File: config.mk
export PLATFORM = sky130hd
export DESIGN_NAME = bin2bcd_seq
export DESIGN_NICKNAME = d
export VERILOG_FILES = /design/src/rtl/bin2bcd_seq.sv
export SDC_FILE = /design/constraint.sdc
export NUM_CORES = 1
export LEC_CHECK = 0
export CAP_MARGIN = 30
export CORE_MARGIN = 4
export CORE_UTILIZATION = 54
export DETAILED_ROUTE_END_ITERATION = 8
export HOLD_SLACK_MARGIN = 0.02
export PLACE_DENSITY = 0.78
export REMOVE_ABC_BUFFERS = 1
export SETUP_SLACK_MARGIN = 0.2
export SYNTH_ARGS = -nofsm -noshare
export SYNTH_HDL_FRONTEND = slang
export SYNTH_SLANG_ARGS = --single-unit
File: constraint.sdc
create_clock -name clk -period 1.91 [get_ports clk]
set_clock_uncertainty 0.1 [all_clocks]
set_input_delay 0.382 -clock clk [delete_from_list [all_inputs] [get_ports clk]]
set_output_delay 0.382 -clock clk [all_outputs]
set_load 0.005 [all_outputs]
File: src/rtl/bin2bcd_seq.sv
// Sequential binary-to-BCD converter (double dabble), one shift iteration per clock.
// Optional overflow flag output enabled by defining BIN2BCD_OVF_EN.
module bin2bcd_seq #(
  parameter int BIN_W  = 8,
  parameter int DIGITS = 3
) (
  input  logic                  clk,
  input  logic                  rst,
  input  logic                  start,
  input  logic [BIN_W-1:0]      bin,
  output logic                  busy,
  output logic                  done,
  output logic [4*DIGITS-1:0]   bcd
`ifdef BIN2BCD_OVF_EN
  ,
  output logic                  ovf
`endif
);

  localparam int BCD_W = 4 * DIGITS;
  localparam int CNT_W = (BIN_W + 1 > 2) ? $clog2(BIN_W + 1) : 1;
  localparam logic [CNT_W-1:0] LAST = CNT_W'(BIN_W - 1);

  typedef enum logic [1:0] {IDLE, SHIFT, DONE} state_t;

  state_t           r_state;
  logic [BCD_W-1:0] r_bcd_sh;
  logic [BIN_W-1:0] r_bin_sh;
  logic [CNT_W-1:0] r_cnt;
  logic [BCD_W-1:0] r_bcd;
  logic             r_busy;
  logic             r_done;
  logic [BCD_W-1:0] w_adj;
  logic [BCD_W-1:0] w_bcd_next;
`ifdef BIN2BCD_OVF_EN
  logic             r_ovf_acc;
  logic             r_ovf;
`endif

  // Single correction row, reused every iteration; digits never carry into each other.
  genvar gi;
  generate
    for (gi = 0; gi < DIGITS; gi++) begin : g_digit
      assign w_adj[4*gi +: 4] = (r_bcd_sh[4*gi +: 4] >= 4'd5) ?
                                (r_bcd_sh[4*gi +: 4] + 4'd3) : r_bcd_sh[4*gi +: 4];
    end
  endgenerate

  // The top bit of w_adj is what falls off the BCD field on this shift.
  assign w_bcd_next = {w_adj[BCD_W-2:0], r_bin_sh[BIN_W-1]};

  always_ff @(posedge clk or posedge rst) begin
    if (rst) begin
      r_state  <= IDLE;
      r_bcd_sh <= '0;
      r_bin_sh <= '0;
      r_cnt    <= '0;
      r_bcd    <= '0;
      r_busy   <= 1'b0;
      r_done   <= 1'b0;
`ifdef BIN2BCD_OVF_EN
      r_ovf_acc <= 1'b0;
      r_ovf     <= 1'b0;
`endif
    end else begin
      case (r_state)
        IDLE, DONE: begin
          r_done <= 1'b0;
          if (start) begin
            r_bin_sh <= bin;
            r_bcd_sh <= '0;
            r_cnt    <= '0;
            r_busy   <= 1'b1;
            r_state  <= SHIFT;
`ifdef BIN2BCD_OVF_EN
            r_ovf_acc <= 1'b0;
`endif
          end else begin
            r_state <= IDLE;
          end
        end
        SHIFT: begin
          r_bcd_sh <= w_bcd_next;
          r_bin_sh <= r_bin_sh << 1;
          r_cnt    <= r_cnt + CNT_W'(1);
`ifdef BIN2BCD_OVF_EN
          r_ovf_acc <= r_ovf_acc | w_adj[BCD_W-1];
`endif
          if (r_cnt == LAST) begin
            r_bcd   <= w_bcd_next;
            r_busy  <= 1'b0;
            r_done  <= 1'b1;
            r_state <= DONE;
`ifdef BIN2BCD_OVF_EN
            r_ovf   <= r_ovf_acc | w_adj[BCD_W-1];
`endif
          end
        end
        default: r_state <= IDLE;
      endcase
    end
  end

  assign busy = r_busy;
  assign done = r_done;
  assign bcd  = r_bcd;
`ifdef BIN2BCD_OVF_EN
  assign ovf  = r_ovf;
`endif

endmodule

==> reports/metrics.yaml <==
outcome:
  status: "complete, no violations"
logic_synthesis:
  synth_top_area_cell: "dfrtp_1"
  async_reset_ff_share_pct: 100.0
  synth-compound-area-share_pct: 14.33
  synth-adder-area-share_pct: 4.645
  synth_edf_count: 0
  synth_flop_cell: "dfrtp_1"
  yosysWarningCount: 0
  synth-simple-area-share_pct: 13.80
  yosysUniqueCellTypes: 28
  synth-seq-cells: 40
  synthTopCellsByArea: "dfrtp_1 (53%), mux2_4 (4.8%), ha_1 (4.6%)"
  synth_top_family_by_area: "compound AO/OA/AOI/OAI gates"
  muxShareOfSynthArea_pct: 7.498
  syn_area_per_cell_um2: 11.09
  synth_xor_area_share_pct: 1.858
  yosys.area.top_type_share_pct: 53.09
  syn_area_mm2: 0.001886
  yosysSeqAreaShare_pct: 53.09
  synthCells: 170
drt:
  viasPerCell: 5.458
  vias: 1381
  initialDrtViolationCount: 68
  first_pass_iters: 4
  wirelength_um: 3731
  wl_per_cell_um: 14.75
  drc: 0
  final_antenna_net_count: 0
pwr:
  powerDensity_mw_per_mm2: 1693
  p_sw_uw: 1524
  clock_power_share_pct: 11.4
  vdd_ir_drop_max_v: 0.0007863
  seqPwrFrac_pct: 38.1
  p_sw_share_pct: 38.16
  power_frac_comb_pct: 50.6
  p_leak_uw: 0.001174
  p_int_uw: 2470
die:
  rows: 21
  fp.dieH_um: 67.09
  die_area_mm2: 0.004501
  fp.dieW_um: 67.09
  initial_core_util_pct: 56.06
  io_pins: 25
  coreArea_mm2: 0.003363
placement:
  dpl.hpwl_um: 2437
  dpl.cell_count: 238
  gp_congestion: 0.7686
  placedInstanceArea_mm2: 0.002181
  io_buffers: 24
setup_path:
  path_cells: "ha_1 -> nand2b_4 -> a21oi_2 -> mux2i_2 -> mux2_4"
  cp_slowest_stage_delay_ns: 0.47
  crit_path_start_kind: "flop"
  cp_slowest_cell: "dfrtp_2"
  path_class: "reg -> reg"
  crit_path_start: "r_bcd_sh[4]"
  critPathTopFamily: "multiplexers"
  critPathCaptureType: "flop"
  crit_arrival_ns: 1.89
  critical_path_required_ns: 2.11
  critPathMaxFanout: 5
  r2r-start: "r_bcd_sh[4]"
  path_buf_inv: 0
sta:
  slew_headroom_pct: 65.25
  finalSetupTns_ns: 0
  rsz0062_at_grt: "yes"
  fmax_ghz: 0.5910
  finalMaxSlewViolations: 0
  period_minus_slack_ns: 1.692
  hold_viol: 0
  worst_pin_slew_ns: 0.5201
  setup_viol: 0
  fin_crit_sh_pct: 88.59
hold_path:
  hp-class: "in -> async"
cells_and_area:
  stdcell_count: 253
  nets: 224
  area_growth_syn_to_layout_pct: 25.15
  diodes: 0
  layout-drive-gt1-share_pct: 19.32
  seq_area_mm2: 0.001003
  multi_input_area_um2: 843.3
  fillers: 278
  final_area_mm2: 0.002360
grt:
  grt_busiest_layer: "met2"
  grt.total_usage_pct: 19.75
  gr-usage-met1_pct: 23.48
  overflow: 0
  grt_pass1_vias: 1372
  use_met3_pct: 6.577
  antenna_found_initial: 0
  grt_max_degree: 41
  grt_pass1_wl_um: 6486
  use_met2_pct: 31.90
clock_network:
  htreeDepth: 2
  cts_tree: "done"
  clk_pin_slew_ns: 0.12
  cts.sinks: 40
  root_buffer: "clkbuf_4"
  numCtsBuffers: 5
  clock_latency_ns: 0.35
  clockBufferDepth: 2
job:
  max_cap_violations: 0
-- timing repair --
| item | CTS | global route |
|---|---|---|
| gates resized for setup | 7 | 20 |
| pin swaps | 0 | 1 |
| endpoints found under the setup margin | 7 | 22 |
| buffers inserted | 2 | 5 |
| hold buffers | 0 | 0 |
-- metrics by stage --
step	power (µW)	worst slack [ns]	util [%]	hold slack, ns
global placement	3218	0.1651	64.84	0.3571
detailed placement	3344	0.1213	64.84	0.3707
finish	3994	0.2180	70.16	0.2624
floorplan	2678	-0.1241	-	0.3463
global route	4330	0.1735	70.16	0.2838
CTS	3786	0.2025	66.89	0.2666
-- power groups by stage --
stage | sequential (µW) | clock, µW | combinational, µW
detailed placement | 1540 | 0 | 1810
CTS | 1520 | 460 | 1810
finish | 1520 | 454 | 2020
global placement | 1510 | 0 | 1710
floorplan | 1490 | 0 | 1190
global route | 1580 | 506 | 2250
-- registers in the layout (all words and copies together) (netlist names) --
register,cells
r_bin_sh,8
r_cnt,4
r_bcd_sh,12
done,1
bcd,12
busy,1
r_state,2
-- cells in the final DEF (no fill, tap or decap), drive strengths merged, types with 2 or more instances in the layout --
master,n
dfrtp,40
nand2,23
buf,13
a21oi,13
o21ai,11
clkdlybuf4s50,10
a22o,9
dlymetal6s2s,8
nor2,8
inv,8
clkbuf,8
a22oi,7
mux2,7
ha,7
dlygate4sd2,6
nor3b,5
nand2b,5
xnor2,4
mux2i,4
nor3,4
nand3,3
nor2b,2
-- worst reg2reg max path, stage by stage (launching register included) --
cell and delay, ns:
dfrtp_2 0.47, ha_1 0.21, nand2b_4 0.14, a21oi_2 0.22
mux2i_2 0.31, mux2_4 0.20
-- layer usage --
layer  routed length [µm]  share of wire (%)  up-vias
met5                    0                  0        -
met4                   99                2.7        0
met3                  174                4.7        8
met2                 1880                 50       34
met1                 1576                 42      679
li1                     -                  -      660
-- worst paths after layout --
kind | endpoint | slack (ns) | depth (start not counted)
max | bcd[6] | 0.22 | 5
min | bcd[3] | 0.26 | 3
max reg2reg | bcd[6] | 0.22 | 5
min reg2reg | done | 0.39 | 1
max in group asynchronous | r_bcd_sh[0] | 1.23 | 3
min in group clk | done | 0.39 | 1
-- final cells by class --
cell class              instances  area share (%)
flip-flops and latches         40           42.52
multi-input cells             114           35.74
repair buffers                 37           15.54
clock buffers                   8           2.492
well taps                      46           2.439
inverters                       8           1.273
-- synth_stat cells (2+ instances only) --
| library cell | instances |
|---|---|
| nor2_1 | 7 |
| xnor2_1 | 4 |
| o21ai_1 | 5 |
| nand3_1 | 3 |
| nand2_1 | 23 |
| a21oi_2 | 3 |
| ha_1 | 7 |
| dfrtp_1 | 40 |
| buf_2 | 3 |
| buf_6 | 2 |
| mux2i_1 | 4 |
| nor3_1 | 3 |
| a22o_1 | 9 |
| nor3b_1 | 5 |
| buf_4 | 3 |
| o21ai_0 | 6 |
| nand2b_1 | 4 |
| a21oi_1 | 10 |
| inv_1 | 8 |
| a22oi_1 | 7 |
| nor2b_1 | 2 |
| mux2_4 | 6 |
-- logic make-up after synthesis --
kind of cell | count (synthesis)
compound gates | 41
xor+xnor | 4
fa+ha+maj | 7
buf+inv | 16
flops | 40
mux | 11
simple gates | 51
(Power assumes the default switching activity.)
==> RTL edit (same flow settings) <==
Put one more register stage on the output `bcd`, with the module's reset. The value now appears one clock later. The other outputs are not delayed to match.
--- a/src/rtl/bin2bcd_seq.sv
+++ b/src/rtl/bin2bcd_seq.sv
@@ -105,3 +105,9 @@
   assign done = r_done;
-  assign bcd  = r_bcd;
+  always_ff @(posedge clk or posedge rst) begin
+    if (rst) begin
+      bcd <= '0;
+    end else begin
+      bcd <= r_bcd;
+    end
+  end
 `ifdef BIN2BCD_OVF_EN
Formal check against the unedited RTL: not equivalent (Yosys sat finds a counterexample within 10 cycles, from zero or initial values and one cycle with rst high).
==> RTL edit against the unedited design <==
Sequential cell count increased by 12; via count increased by 6.7%; design area increased by 17%; wire length increased by 12%; largest power group unchanged; setup slack improved by 0.040 ns; area after synthesis increased by 16%; total power increased by 19%.
==> RTL edit: results (changes against the unedited design) <==
.. list-table::
   :header-rows: 1

   * - Metric
     - Value
   * - Run status
     - finished, final reports clean
   * - Actual slew at the worst max-slew pin
     - 0.476 ns (-0.0442 ns)
   * - DRC marker count from the first detailed-route iteration
     - 138 (+100%)
   * - Total number of vias
     - 1474 (+6.7%)
   * - Half-perimeter wire length after detailed placement
     - 2.62 mm (+7.7%)
   * - Post-detailed-route via-to-cell ratio
     - 5.44 (-0.36%)
   * - Worst hold slack
     - 0.283 ns (+0.0209 ns)
   * - Clock-pin slew on the worst setup and hold paths
     - 0.08 ns (-0.04 ns)
   * - Post-CTS setup buffers
     - 0 (-2)
   * - Worst path top cell family by delay
     - buffers and inverters
   * - Worst hold path class
     - reg2reg
   * - Nets@finish
     - 240 (+7.1%)
   * - Setup slack after placement
     - 0.134 ns (+0.0127 ns)
   * - Average cell area after synthesis
     - 12.0 sq um (+8.3%)
   * - Weighted congestion reported at the end of routability-driven placement
     - 0.840 (+9.3%)
   * - Crit Reg-Reg Endpoint
     - r_bcd[10]$_DFFE_PP0P_
   * - CTS resizes
     - 1 (-6)
   * - Total area of multi-input combinational cells
     - 835 sq um (-1.0%)
   * - Critical path fanouts, max
     - 2 (-3)
   * - Static leakage
     - 1.28 nW (+8.9%)
   * - Worst setup slack for register-to-register paths
     - 0.26 ns (+0.04 ns)
   * - Number of fill cells in the layout
     - 266 (-4.3%)
   * - Overall track demand over capacity in global routing
     - 0.171 (-0.0268)
   * - Dominant cells by area after synthesis
     - dfrtp_1 60%, mux2_4 4.1%, ha_1 4.0%
   * - Largest stage delay on the critical path
     - 0.51 ns (+0.04 ns)
   * - Reg2reg path depth
     - 6 (+1)
   * - Number of global-route vias before repair
     - 1468 (+7.0%)
   * - Total placed instance area
     - 2500 sq um (+15%)
   * - Worst IR Drop VDD
     - 738 uV (-6.1%)
   * - Clock latency at the later pin of the worst-skew pair
     - 0.30 ns (-0.05 ns)
   * - Wire length of the first global-routing pass
     - 6.76 mm (+4.1%)
   * - Worst-path cell with the longest stage delay
     - clkdlybuf4s50_1
   * - Timing endpoint of the critical path
     - busy
   * - RR Startpoint
     - r_cnt[0]$_DFFE_PP0P_
   * - Period minus WS final
     - 1.65 ns (-0.0397 ns)
   * - Data arrival time of the critical path
     - 1.17 ns (-0.72 ns)
## RTL edit: changes by cell type in the layout (fill, tap and decap cells not counted), sizes merged
cell,delta
clkdlybuf4s50,+14
dfrtp,+12
dlymetal6s2s,-8
dlygate4sd2,-6
buf,+2
bufinv,+1
clkbuf,-1
clkinv,+1
nor2,+1
## RTL edit: cell type report
type                       count  area share
sequential                    52       0.471
timing repair buffer          40       0.156
inverter                       8      0.0109
tap                           48      0.0217
clock buffer                   6      0.0262
clock inverter                 2      0.0127
multi-input combinational    115       0.302
## RTL edit: worst min path at each step
stage / to / cells past startpoint
final: bcd[4]$_DFF_PP0_ / 0
after global routing: bcd[8]$_DFF_PP0_ / 0
after CTS: bcd[4]$_DFF_PP0_ / 0
after detailed placement: bcd[4]$_DFF_PP0_ / 0
after global placement: bcd[0]$_DFF_PP0_ / 0
after floorplan: bcd[0]$_DFF_PP0_ / 0
## RTL edit: kinds of logic after synthesis
kind of cell / Yosys count / synth area share
AOI/OAI and AO/OA: 41 / 0.124
xor gates and xnor gates: 4 / 0.0160
adders and majority gates: 7 / 0.0401
buffers and inverters: 16 / 0.0412
DFF: 52 / 0.595
muxes: 11 / 0.0647
and+or+nand+nor: 51 / 0.119
## RTL edit: power groups by stage
stage                     combinational (mW)  sequential (mW)  clock, mW
after floorplan                         1.19             1.89          0
after global placement                  1.72             1.92          0
after detailed placement                1.82             1.96          0
after CTS                               1.84             1.94      0.742
after global routing                    2.33             2.01      0.794
final                                   2.09             1.94      0.724
## RTL edit: layer usage
metal / track usage / wire, um / vias up
li1: - / - / 709
met1: 0.215 / 1790 / 714
met2: 0.290 / 2170 / 45
met3: 0.0463 / 182 / 6
met4: 0.0480 / 44 / 0
met5: 0 / 0 / -
